## config.mk

```make
export PLATFORM = sky130hd
export DESIGN_NAME = imem_boot_loader
export DESIGN_NICKNAME = d
export VERILOG_FILES = /design/src/rtl/imem_boot_loader.sv
export SDC_FILE = /design/constraint.sdc
export NUM_CORES = 1
export LEC_CHECK = 0
export ABC_AREA = 1
export BUFFER_PORTS_ARGS = -buffer_cell sky130_fd_sc_hd__buf_4
export CORE_MARGIN = 1
export CORE_UTILIZATION = 40
export CTS_CLUSTER_SIZE = 30
export DETAILED_ROUTE_END_ITERATION = 10
export PLACE_DENSITY = 0.59
export SKIP_LAST_GASP = 1
export SYNTH_ARGS = -nofsm -noshare
export SYNTH_HDL_FRONTEND = slang
export SYNTH_SLANG_ARGS = --single-unit
```

## constraint.sdc

```tcl
create_clock -name clk -period 2.1 [get_ports clk]
set_input_delay 0.105 -clock clk [delete_from_list [all_inputs] [get_ports clk]]
set_output_delay 0.105 -clock clk [all_outputs]
set_load 0.02 [all_outputs]
```

## src/rtl/imem_boot_loader.sv

```systemverilog
// imem_boot_loader
// Byte-stream boot loader feeding the instruction memory of the MIPS32 SOC.
// Stream: LEN_HI, LEN_LO (word count N), then 4*N bytes, MSB first per word.
// Words are written to consecutive word addresses starting at 0, and the CPU
// is held in reset until the whole image has landed.
// Optional feature: define IMEM_LOADER_CHECKSUM_EN to require a trailing
// 8-bit additive checksum byte over all data bytes.
module imem_boot_loader #(
  parameter int ADDR_W = 10
) (
  input  logic              clk,
  input  logic              rst,
  input  logic              start,
  input  logic              rx_valid,
  input  logic [7:0]        rx_data,
  output logic              rx_ready,
  output logic              imem_we,
  output logic [ADDR_W-1:0] imem_addr,
  output logic [31:0]       imem_wdata,
  output logic              cpu_rst,
  output logic              busy,
  output logic              done,
  output logic              error
);

  typedef enum logic [2:0] {
    S_IDLE    = 3'd0,
    S_LEN_HI  = 3'd1,
    S_LEN_LO  = 3'd2,
    S_DATA    = 3'd3,
    S_CHK     = 3'd4,
    S_RELEASE = 3'd5,
    S_DONE    = 3'd6,
    S_ERR     = 3'd7
  } loaderState;

  // Largest image that fits: exactly 2^ADDR_W words.
  localparam logic [16:0] MAX_WORDS = 17'd1 << ADDR_W;

  loaderState stateReg;
  loaderState stateNext;

  logic [15:0]     countReg;     // word count N from the header
  logic [ADDR_W:0] wordIdxReg;   // one extra bit so N = 2^ADDR_W is reachable
  logic [1:0]      byteIdxReg;   // byte position within the current word
  logic [23:0]     asmReg;       // first three bytes of the word being built

  logic        xfer;             // byte handshake completes on this edge
  logic        startAccepted;    // start seen in a state that honours it
  logic [15:0] lenIn;            // full length as it is being completed in LEN_LO
  logic        lastByteOfWord;
  logic        lastWord;

`ifdef IMEM_LOADER_CHECKSUM_EN
  logic [7:0] sumReg;            // running mod-256 sum of data bytes
`endif

  assign xfer           = rx_valid & rx_ready;
  assign startAccepted  = start & ((stateReg == S_IDLE) || (stateReg == S_DONE) ||
                                   (stateReg == S_ERR));
  assign lenIn          = {countReg[15:8], rx_data};
  assign lastByteOfWord = (byteIdxReg == 2'd3);
  assign lastWord       = ((17'(wordIdxReg) + 17'd1) == {1'b0, countReg});

  // State register; async reset drops straight back to IDLE.
  always_ff @(posedge clk or negedge rst) begin
    if (!rst) begin
      stateReg <= S_IDLE;
    end else begin
      stateReg <= stateNext;
    end
  end

  // Next-state decode driven by the byte handshake and start.
  always_comb begin
    stateNext = stateReg;
    case (stateReg)
      S_IDLE: begin
        if (start) stateNext = S_LEN_HI;
      end
      S_LEN_HI: begin
        if (xfer) stateNext = S_LEN_LO;
      end
      S_LEN_LO: begin
        if (xfer) begin
          if ({1'b0, lenIn} > MAX_WORDS) begin
            stateNext = S_ERR;
          end else if (lenIn == 16'd0) begin
`ifdef IMEM_LOADER_CHECKSUM_EN
            stateNext = S_CHK;
`else
            stateNext = S_RELEASE;
`endif
          end else begin
            stateNext = S_DATA;
          end
        end
      end
      S_DATA: begin
        if (xfer && lastByteOfWord && lastWord) begin
`ifdef IMEM_LOADER_CHECKSUM_EN
          stateNext = S_CHK;
`else
          stateNext = S_RELEASE;
`endif
        end
      end
`ifdef IMEM_LOADER_CHECKSUM_EN
      S_CHK: begin
        if (xfer) stateNext = (rx_data == sumReg) ? S_RELEASE : S_ERR;
      end
`endif
      // One settle cycle so the final imem write has completed before release.
      S_RELEASE: begin
        stateNext = S_DONE;
      end
      S_DONE, S_ERR: begin
        if (start) stateNext = S_LEN_HI;
      end
      default: begin
        stateNext = S_IDLE;
      end
    endcase
  end

  // Status outputs decoded from the state alone, so reset takes effect at once.
  always_comb begin
    rx_ready = 1'b0;
    busy     = 1'b1;
    cpu_rst  = 1'b1;
    done     = 1'b0;
    error    = 1'b0;
    case (stateReg)
      S_LEN_HI, S_LEN_LO, S_DATA, S_CHK: rx_ready = 1'b1;
      default: rx_ready = 1'b0;
    endcase
    case (stateReg)
      S_IDLE: begin
        busy = 1'b0;
      end
      S_DONE: begin
        busy    = 1'b0;
        cpu_rst = 1'b0;
        done    = 1'b1;
      end
      S_ERR: begin
        busy  = 1'b0;
        error = 1'b1;
      end
      default: begin
        busy = 1'b1;
      end
    endcase
  end

  // Header capture, word assembly and the registered imem write port.
  always_ff @(posedge clk or negedge rst) begin
    if (!rst) begin
      countReg   <= '0;
      wordIdxReg <= '0;
      byteIdxReg <= '0;
      asmReg     <= '0;
      imem_we    <= 1'b0;
      imem_addr  <= '0;
      imem_wdata <= '0;
    end else begin
      imem_we <= 1'b0;
      if (xfer) begin
        case (stateReg)
          S_LEN_HI: begin
            countReg[15:8] <= rx_data;
          end
          S_LEN_LO: begin
            countReg[7:0] <= rx_data;
            wordIdxReg    <= '0;
            byteIdxReg    <= '0;
          end
          S_DATA: begin
            byteIdxReg <= byteIdxReg + 2'd1;
            asmReg     <= {asmReg[15:0], rx_data};
            if (lastByteOfWord) begin
              imem_we    <= 1'b1;
              imem_addr  <= wordIdxReg[ADDR_W-1:0];
              imem_wdata <= {asmReg, rx_data};
              wordIdxReg <= wordIdxReg + 1'b1;
            end
          end
          default: begin
          end
        endcase
      end
    end
  end

`ifdef IMEM_LOADER_CHECKSUM_EN
  // Running checksum: cleared when a new load begins, accumulates data bytes.
  always_ff @(posedge clk or negedge rst) begin
    if (!rst) begin
      sumReg <= '0;
    end else if (startAccepted) begin
      sumReg <= '0;
    end else if (xfer && (stateReg == S_DATA)) begin
      sumReg <= sumReg + rx_data;
    end
  end
`else
  // Without the checksum there is nothing to clear when a load begins.
  logic unusedStart;
  assign unusedStart = startAccepted;
`endif

endmodule

```

==> impl_metrics.json, run 1 <==
{
  "status": "finished clean",
  "hpwl_um": 7190,
  "h-tree-depth": 3,
  "nets": 601,
  "ir_drop_mv": 0.689,
  "core_area_um2": 10500,
  "dr.pass1.iters": 4,
  "design_area_um2": 5270,
  "grt_pass1_vias": 3510,
  "antenna_found_initial": 0,
  "cellLeakagePower_nw": 2.67,
  "synth_top_family_by_area": "simple AND/OR/NAND/NOR gates",
  "clk_path_buf_depth": 2,
  "ioPinCount": 60,
  "switching_share_pct": 41.8,
  "grt_pass1_wl_um": 17400,
  "diodes": 0,
  "combPwrFrac_pct": 38.7,
  "finalSetupTns_ps": 0,
  "grtUsageTotal_pct": 19.3,
  "hold_violations": 0,
  "finalCritPeriodShare_pct": 89.7,
  "seq_power_share_pct": 43.8,
  "viasPerCell": 4.93,
  "crit_fanout": 5,
  "intPower_mw": 4.28,
  "wl_per_cell_um": 13.7,
  "timing.final.ws_setup_ps": 217,
  "maxCapViolCount": 0,
  "drtIter0Drc": 156,
  "arrival_ps": 2150,
  "fin_crit_ps": 1880,
  "cts_buffers": 9,
  "fin_util_pct": 50.1,
  "hold_slack_ps": 48.7,
  "placed_area_um2": 5010,
  "skew_ps": 16.1,
  "grt_max_degree": 53,
  "synth-compound-area-share_pct": 10.7,
  "synth_fa_ha_area_share_pct": 0.569,
  "rows": 37,
  "globalplace.congestion": 0.884,
  "synth_cell_types": 25,
  "syn_area_per_cell_um2": 8.37,
  "cts.sinks": 99,
  "max_freq_ghz": 0.531,
  "synthToLayoutAreaGrowth_pct": 19.7,
  "die-area_um2": 11400,
  "synth-simple-area-share_pct": 24.9,
  "cp.required_ps": 2360,
  "clk_pin_slew_worst_paths_ps": 100,
  "synth.ff_latch_count": 99,
  "drtAntennaViolNets": 0,
  "insertion_delay_ps": 370,
  "pre_cts_ws_ps": 168,
  "portBuffers": 59,
  "drive_gt1_share_pct": 17.6,
  "synth_xor_area_share_pct": 0.199,
  "overflow": 0,
  "rsz0062_at_grt": "false",
  "hp-class": "input pin to flip-flop",
  "slew_headroom_pct": 64.3,
  "yosysWarnings": 0,
  "critPathCaptureType": "flip-flop",
  "tightest_slew_ps": 535,
  "drv_slew": 0,
  "routed_wl_um": 10000,
  "setup_viol": 0,
  "die_x_um": 107,
  "mostFrequentLayoutCells": "172 x nand2_1, 98 x dfrtp_1, 63 x buf_4, 58 x inv_1, 42 x o21ai_0",
  "yosysSeqAreaShare_pct": 56.3,
  "p_sw_mw": 3.08,
  "drc": 0,
  "p_per_area_nw_per_um2": 1400,
  "crit_type": "flip-flop to flip-flop",
  "cts_tree": "yes",
  "clkPwrFrac_pct": 17.4,
  "synth_mux_area_share_pct": 0,
  "synth_nets": 540,
  "final_common_cell": "nand2_1",
  "fillCellCount": 1012,
  "syn-instance-count": 526,
  "die_h_um": 107,
  "root_buffer": "clkbuf_8",
  "initial_core_util_pct": 41.9,
  "cp-start-kind": "flip-flop",
  "syn_area_um2": 4400,
  "num_vias": 3589
}
Yosys cell counts:
library cell,n,area share (%)
dfrtp_1,99,56
inv_1,58,4.9
clkbuf_2,1,0.11
o211ai_2,1,0.28
nand4_1,6,0.85
nand3_1,28,3.2
o22ai_1,7,1.0
inv_2,5,0.43
nor2_2,3,0.43
o21ai_0,42,4.8
a21oi_1,1,0.11
o21bai_1,1,0.17
nor2_4,4,1.0
nand2_2,4,0.57
nand2_4,1,0.26
nand2_1,172,15
o21ai_1,38,4.3
buf_2,11,1.3
xor2_1,1,0.20
clkbuf_1,5,0.43
ha_1,2,0.57
nor2_8,1,0.45
nor2_1,28,2.4
nand3b_1,6,1.0
buf_6,1,0.26
timing repair:
action,in CTS,in global routing
hold endpoints to repair,28,0
endpoints found under the setup margin,0,3
hold buffers,1,0
gates resized for setup,0,3
setup buffers,0,1
worst max-delay path: stages, from the launching register on:
cell	delay (ps)
dfrtp_1	410
ha_2	220
nand2_2	120
nor2_4	140
nand2_1	80
nand3b_1	100
nand3_1	90
nor2_1	120
nand2_1	60
nor2_1	90
nand2_1	80
nand2_2	100
nand2_2	70
nand2_1	60
nand2_1	50
layer usage:
metal | global-route usage [%] | vias up | wire length (um)
li1 | - | 1790 | -
met3 | 2.80 | 10 | 384
met4 | 6.46 | 0 | 104
met1 | 28.4 | 1700 | 5080
met5 | 0 | - | 0
met2 | 29.4 | 89 | 4420
worst paths after layout:
| path | depth (start not counted) | to | slack [ps] | startpoint |
|---|---|---|---|---|
| max | 14 | stateReg[0] | 220 | wordIdxReg[1] |
| min | 3 | byteIdxReg[1] | 50 | rx_valid |
| max reg2reg | 14 | stateReg[0] | 220 | wordIdxReg[1] |
| min reg2reg | 2 | imem_wdata[27] | 480 | asmReg[19] |
| max in group asynchronous | 3 | imem_wdata[3] | 1350 | rst |
| min in group asynchronous | 2 | imem_wdata[1] | 210 | rst |
per-stage QoR:
step                      power (mW)  instances
after floorplan                 5.01        526
after global placement          6.01        710
after detailed placement        6.09        710
after CTS                       7.37        727
after global routing            7.98        728
final                           7.36        728
power groups by stage:
| stage | Sequential [mW] | Combinational, mW | Clock (mW) |
|---|---|---|---|
| global route | 3.33 | 3.25 | 1.39 |
| CTS | 3.23 | 2.84 | 1.30 |
| floorplan | 3.45 | 1.57 | 0 |
| global placement | 3.23 | 2.78 | 0 |
| finish | 3.23 | 2.85 | 1.28 |
| detailed placement | 3.26 | 2.84 | 0 |
state kept, by name, summed over array words and instances, names as in the netlist:
register / count
stateReg: 3
imem_addr: 10
imem_wdata: 32
wordIdxReg: 11
byteIdxReg: 2
countReg: 16
asmReg: 24
imem_we: 1
cell families (layout without fill, tap and decap cells):
family | count (synthesis) | count (layout)
buffers and inverters | 81 | 147
xor gates and xnor gates | 1 | 1
and+or+nand+nor | 253 | 253
adders and majority gates | 2 | 2
DFF | 99 | 99
AOI/OAI and AO/OA | 90 | 90
final cells by class:
type,count,area (um^2),area share [%]
Inverter,63,236,4.49
Sequential cell,99,2480,47.1
Tap cell,136,170,3.23
Multi-Input combinational cell,346,1600,30.5
Clock buffer,9,124,2.35
Clock inverter,7,91.3,1.73
Timing Repair Buffer,68,563,10.7
Power figures use the tool's default switching activity.
==> run 2, diff against run 1 <==
Settings changed: ABC_AREA 1 to default.
==> impl_metrics.json, run 2 <==
{
  "skew_ps": 6.62,
  "die-area_um2": 11600,
  "dr.pass1.iters": 7,
  "max_freq_ghz": 0.485,
  "p_per_area_nw_per_um2": 1340,
  "hold_violations": 0,
  "syn_area_um2": 4460,
  "die_h_um": 108,
  "fin_cells": 665,
  "h-tree-depth": 3,
  "yosys.area.top_type": "dfrtp_1",
  "crit_fanout": 6,
  "overflow": 0,
  "grtUsageTotal_pct": 19.7,
  "rows": 38,
  "synth_top_area_share_pct": 55.6,
  "fin_crit_ps": 2060,
  "grt_pass1_vias": 3386,
  "syn_area_per_cell_um2": 10.2,
  "rsz0062_at_grt": "true",
  "nets": 534,
  "status": "finished, violations left",
  "synth.ff_latch_count": 99,
  "violations": "DRC",
  "synth_cell_types": 43,
  "drc": 2,
  "globalplace.congestion": 0.839,
  "routed_wl_um": 10400,
  "synth_edf_count": 0,
  "grt_pass1_wl_um": 17400,
  "drv_slew": 0,
  "largest-register": "imem_wdata",
  "mostFrequentLayoutCells": "152 x nand2_1, 97 x dfrtp_1, 85 x buf_4, 41 x mux2_2, 22 x o21ai_0",
  "ioPinCount": 60,
  "synth.area.top_cells": "dfrtp_1 56%, nand2_1 13%, mux2_2 10%",
  "yosysSeqAreaShare_pct": 55.6,
  "die_x_um": 108,
  "drive_gt1_share_pct": 30.1,
  "top_regs": "imem_wdata: 32 flops, asmReg: 24 flops, countReg: 16 flops",
  "slew_headroom_pct": 66.1,
  "yosysWarnings": 0,
  "num_vias": 3376,
  "async_flop_share_pct": 100,
  "cp-start-kind": "flip-flop",
  "initial_core_util_pct": 41.1,
  "cts_buffers": 9,
  "cts.sinks": 99,
  "diodes": 0,
  "synth_nets": 452,
  "setup_viol": 0,
  "maxCapViolCount": 0,
  "portBuffers": 59,
  "clk_path_buf_depth": 2,
  "hpwl_um": 7220,
  "largest_reg_flops": 32,
  "root_buffer": "clkbuf_8",
  "arrival_ps": 2380,
  "numPlacedInstances": 640,
  "ys.flop_type": "dfrtp_1",
  "drtAntennaViolNets": 0,
  "antenna_found_initial": 0,
  "viasPerCell": 5.08,
  "grt_max_degree": 52,
  "hp-class": "input pin to flip-flop",
  "r2r_slack_ps": 40,
  "placed_area_um2": 5150,
  "drtIter0Drc": 174,
  "synth.most_common_cell": "nand2_1",
  "cellLeakagePower_nw": 2.70,
  "critPathCaptureType": "flip-flop",
  "tightest_slew_ps": 508,
  "synthToLayoutAreaGrowth_pct": 23.8,
  "design_area_um2": 5510,
  "ir_drop_mv": 0.638,
  "crit_type": "flip-flop to flip-flop",
  "syn-instance-count": 438,
  "insertion_delay_ps": 370,
  "final_common_cell": "nand2_1",
  "cts_tree": "yes",
  "finalCritPeriodShare_pct": 98.2,
  "wl_per_cell_um": 15.7,
  "clk_pin_slew_worst_paths_ps": 90,
  "cp.required_ps": 2420,
  "core_area_um2": 10800,
  "ys_top_cells_by_count": "152 x nand2_1, 99 x dfrtp_1, 41 x mux2_2"
}
run 2: final timing paths:
check / endpoint / from / cells after the start
max: stateReg[2] / wordIdxReg[1] / 7
min in group asynchronous: imem_wdata[19] / rst / 2
max reg2reg: stateReg[2] / wordIdxReg[1] / 7
min: imem_wdata[2] / rx_data[2] / 3
max in group asynchronous: imem_wdata[5] / rst / 3
min reg2reg: imem_wdata[27] / asmReg[19] / 2
run 2: logic make-up after synthesis:
| logic type | share of synthesized area [%] |
|---|---|
| flops | 55.6 |
| simple gates | 19.6 |
| buf+inv | 4.16 |
| compound gates | 6.54 |
| fa+ha+maj | 0.562 |
| xor+xnor | 2.95 |
| mux | 10.6 |
run 2: area by class of cell:
cell class	instances	area, um^2
Clock buffer	11	151
Clock inverter	5	60.1
Fill cell	1024	5330
Inverter	4	15.0
Multi-Input combinational cell	309	1850
Sequential cell	99	2480
Tap cell	140	175
Timing Repair Buffer	97	781
run 2: power breakdown:
| part | switching, mW | total [mW] | internal (mW) |
|---|---|---|---|
| sequential | 0.533 | 3.20 | 2.66 |
| clock | 0.668 | 1.29 | 0.622 |
| combinational | 1.47 | 2.88 | 1.42 |
run 2: per-stage QoR:
stage / hold WS, ps / setup TNS [ps] / setup WS (ps) / total power [mW] / util, %
finish: 20.8 / 0 / 38.0 / 7.37 / 50.9
detailed placement: 113 / -111 / -60.7 / 6.05 / 47.5
floorplan: -191 / 0 / 48.4 / 4.94 / -
global route: 32.9 / -110 / -63.4 / 7.85 / 50.9
global placement: 100 / -112 / -62.1 / 5.98 / 47.5
CTS: 13.7 / 0 / 14.8 / 7.39 / 50.3
run 2: critical path, cell delays in order, from the launching register on:
cell       delay, ps
dfrtp_1          410
buf_4            150
and3_1           260
a31oi_1          120
nand2b_1         170
a211o_1          330
a2111oi_4        380
a31o_1           190
run 2: per-layer routing:
layer	GRT usage, %	routed length [um]
met1	27.9	5160
met2	30.5	4830
met3	3.57	278
met4	6.85	150
met5	0	0
run 2: timing repair:
action / 4_1_cts / 5_1_grt
resized for setup: 2 / 11
endpoints found under the setup margin: 2 / 4
setup buffers: 0 / 1
hold endpoints to repair: 40 / 0
pin swaps: 0 / 8
cloned: 0 / 0
hold buffers: 8 / 0
==> run 3, diff against run 2 <==
Settings changed: ABC_AREA from default to 1, REMOVE_ABC_BUFFERS from default to 1.
==> impl_metrics.json, run 3 (synthesis results as in run 1) <==
{
  "maxCapViolCount": 0,
  "slew_headroom_pct": 56.4,
  "finalCritPeriodShare_pct": 88.6,
  "path_depth": 9,
  "ir_drop_mv": 0.666,
  "arrival_ps": 2150,
  "portBuffers": 59,
  "r2r.worst_path.cells": 9,
  "dr.pass1.iters": 4,
  "design_area_um2": 5220,
  "path_common_cell": "inv_2",
  "tightest_slew_ps": 654,
  "largest-register": "imem_wdata",
  "hp-class": "input pin to flip-flop",
  "cts.sinks": 99,
  "h-tree-depth": 3,
  "initial_core_util_pct": 41.9,
  "grt_pass1_wl_um": 16400,
  "num_vias": 3515,
  "fin_crit_ps": 1860,
  "synthToLayoutAreaGrowth_pct": 18.5,
  "crit_type": "flip-flop to flip-flop",
  "skew_ps": 10.9,
  "finalSetupTns_ps": 0,
  "setup_viol": 0,
  "placed_area_um2": 5000,
  "diodes": 0,
  "clk_pin_slew_worst_paths_ps": 90,
  "cts_buffers": 9,
  "overflow": 0,
  "grtUsageTotal_pct": 18.4,
  "max_stage_delay_ps": 500,
  "ioPinCount": 60,
  "routed_wl_um": 9580,
  "core_area_um2": 10500,
  "cellLeakagePower_nw": 2.65,
  "antenna_found_initial": 0,
  "rsz0062_at_grt": "false",
  "drc": 0,
  "nets": 601,
  "drive_gt1_share_pct": 17.6,
  "rows": 37,
  "critPathSlowestCell": "dfrtp_1",
  "critPathCaptureType": "flip-flop",
  "mostFrequentLayoutCells": "172 x nand2_1, 98 x dfrtp_1, 66 x buf_4, 58 x inv_1, 42 x o21ai_0",
  "p_sw_mw": 2.94,
  "post_cts_buffers": 0,
  "globalplace.congestion": 0.850,
  "clkPwrFrac_pct": 16.6,
  "drtAntennaViolNets": 0,
  "viasPerCell": 4.83,
  "r2r_end": "imem_wdata[21]",
  "critPathLaunch": "stateReg[2]",
  "seq_power_share_pct": 44.8,
  "crit_fanout": 34,
  "cp-endpoint": "imem_wdata[21]",
  "cp.required_ps": 2390,
  "drtIter0Drc": 179,
  "grt_max_degree": 52,
  "status": "finished clean",
  "max_freq_ghz": 0.537,
  "clk_path_buf_depth": 2,
  "drv_slew": 0,
  "p_per_area_nw_per_um2": 1380,
  "largest_reg_flops": 32,
  "hold_violations": 0,
  "regToRegStartpoint": "stateReg[2]",
  "intPower_mw": 4.24,
  "cp_top_family": "buffers and inverters",
  "die-area_um2": 11400,
  "root_buffer": "clkbuf_8",
  "r2r_slack_ps": 240,
  "switching_share_pct": 41.0,
  "path_cells": "nor2_1 -> inv_2 -> nor2_4 -> nand2_4 -> nor2_8 -> inv_2 -> buf_4 -> nand2_1 -> o21ai_1",
  "final_common_cell": "nand2_1",
  "top_regs": "imem_wdata: 32 flops, asmReg: 24 flops, countReg: 16 flops",
  "cts_tree": "yes",
  "cp-start-kind": "flip-flop",
  "cp.buffers_inverters": 3,
  "insertion_delay_ps": 370,
  "wl_per_cell_um": 13.2,
  "hpwl_um": 6740,
  "combPwrFrac_pct": 38.6,
  "die_h_um": 107,
  "die_x_um": 107,
  "grt_pass1_vias": 3405
}
[run 3: cell types whose count changed in the layout (fill, tap and decap cells not counted), moves of 18 or more]
cell / delta
buf_4: -19
nand3_1: +22
inv_1: +54
o21ai_1: +38
nor2_1: +18
nand2_1: +20
mux2_2: -41
o21ai_0: +20
[run 3: worst min-delay path by stage]
stage | end | depth (start not counted) | startpoint
after floorplan | asmReg[0] | 0 | rst
after global placement | imem_wdata[23] | 1 | rst
after detailed placement | asmReg[12] | 1 | rst
after CTS | byteIdxReg[1] | 3 | rx_valid
after global routing | byteIdxReg[1] | 3 | rx_valid
final | byteIdxReg[1] | 3 | rx_valid
[run 3: metal layers]
metal	up-vias	track usage (%)	part of all wire [%]	wire length [um]
met5	-	0	0	0
met4	0	7.14	1.6	151
met3	10	2.80	3.7	356
met2	61	29.9	47	4500
met1	1644	24.8	48	4570
li1	1800	-	-	-
[run 3: timing repair]
action / CTS / global route
hold endpoints to repair: 49 / 0
hold buffers: 1 / 0
gates resized for setup: 0 / 4
endpoints found under the setup margin: 0 / 3
[run 3: through the flow]
| step | instances | power [mW] | util, % | hold slack, ps | setup slack, ps |
|---|---|---|---|---|---|
| floorplan | 508 | 4.98 | - | -191 | 16.6 |
| detailed placement | 711 | 6.03 | 47.5 | 185 | 177 |
| global placement | 711 | 5.94 | 47.5 | 179 | 260 |
| CTS | 728 | 7.24 | 49.5 | 38.8 | 167 |
| finish | 728 | 7.18 | 49.6 | 49.6 | 239 |
| global route | 728 | 7.78 | 49.6 | 44.6 | 12.2 |
[run 3: power groups by stage]
stage	Clock, mW	Combinational [mW]	Sequential (mW)
global route	1.32	3.13	3.32
global placement	0	2.72	3.22
floorplan	0	1.52	3.46
CTS	1.23	2.79	3.21
detailed placement	0	2.78	3.25
finish	1.20	2.77	3.22
[run 3: area by class of cell]
type,count,area (um^2)
flip-flops and latches,99,2480
inverters,63,236
clock inverters,6,57.6
well taps,136,170
clock buffers,10,138
fillers,1024,5290
multi-input cells,346,1610
repair buffers,68,526
[run 3: worst reg2reg max path, cell delays in order (launching register included)]
cell     delay, ps
dfrtp_1        500
nor2_1         100
inv_2          140
nor2_4          70
nand2_4         90
nor2_8          40
inv_2          300
buf_4          390
nand2_1        100
o21ai_1         80
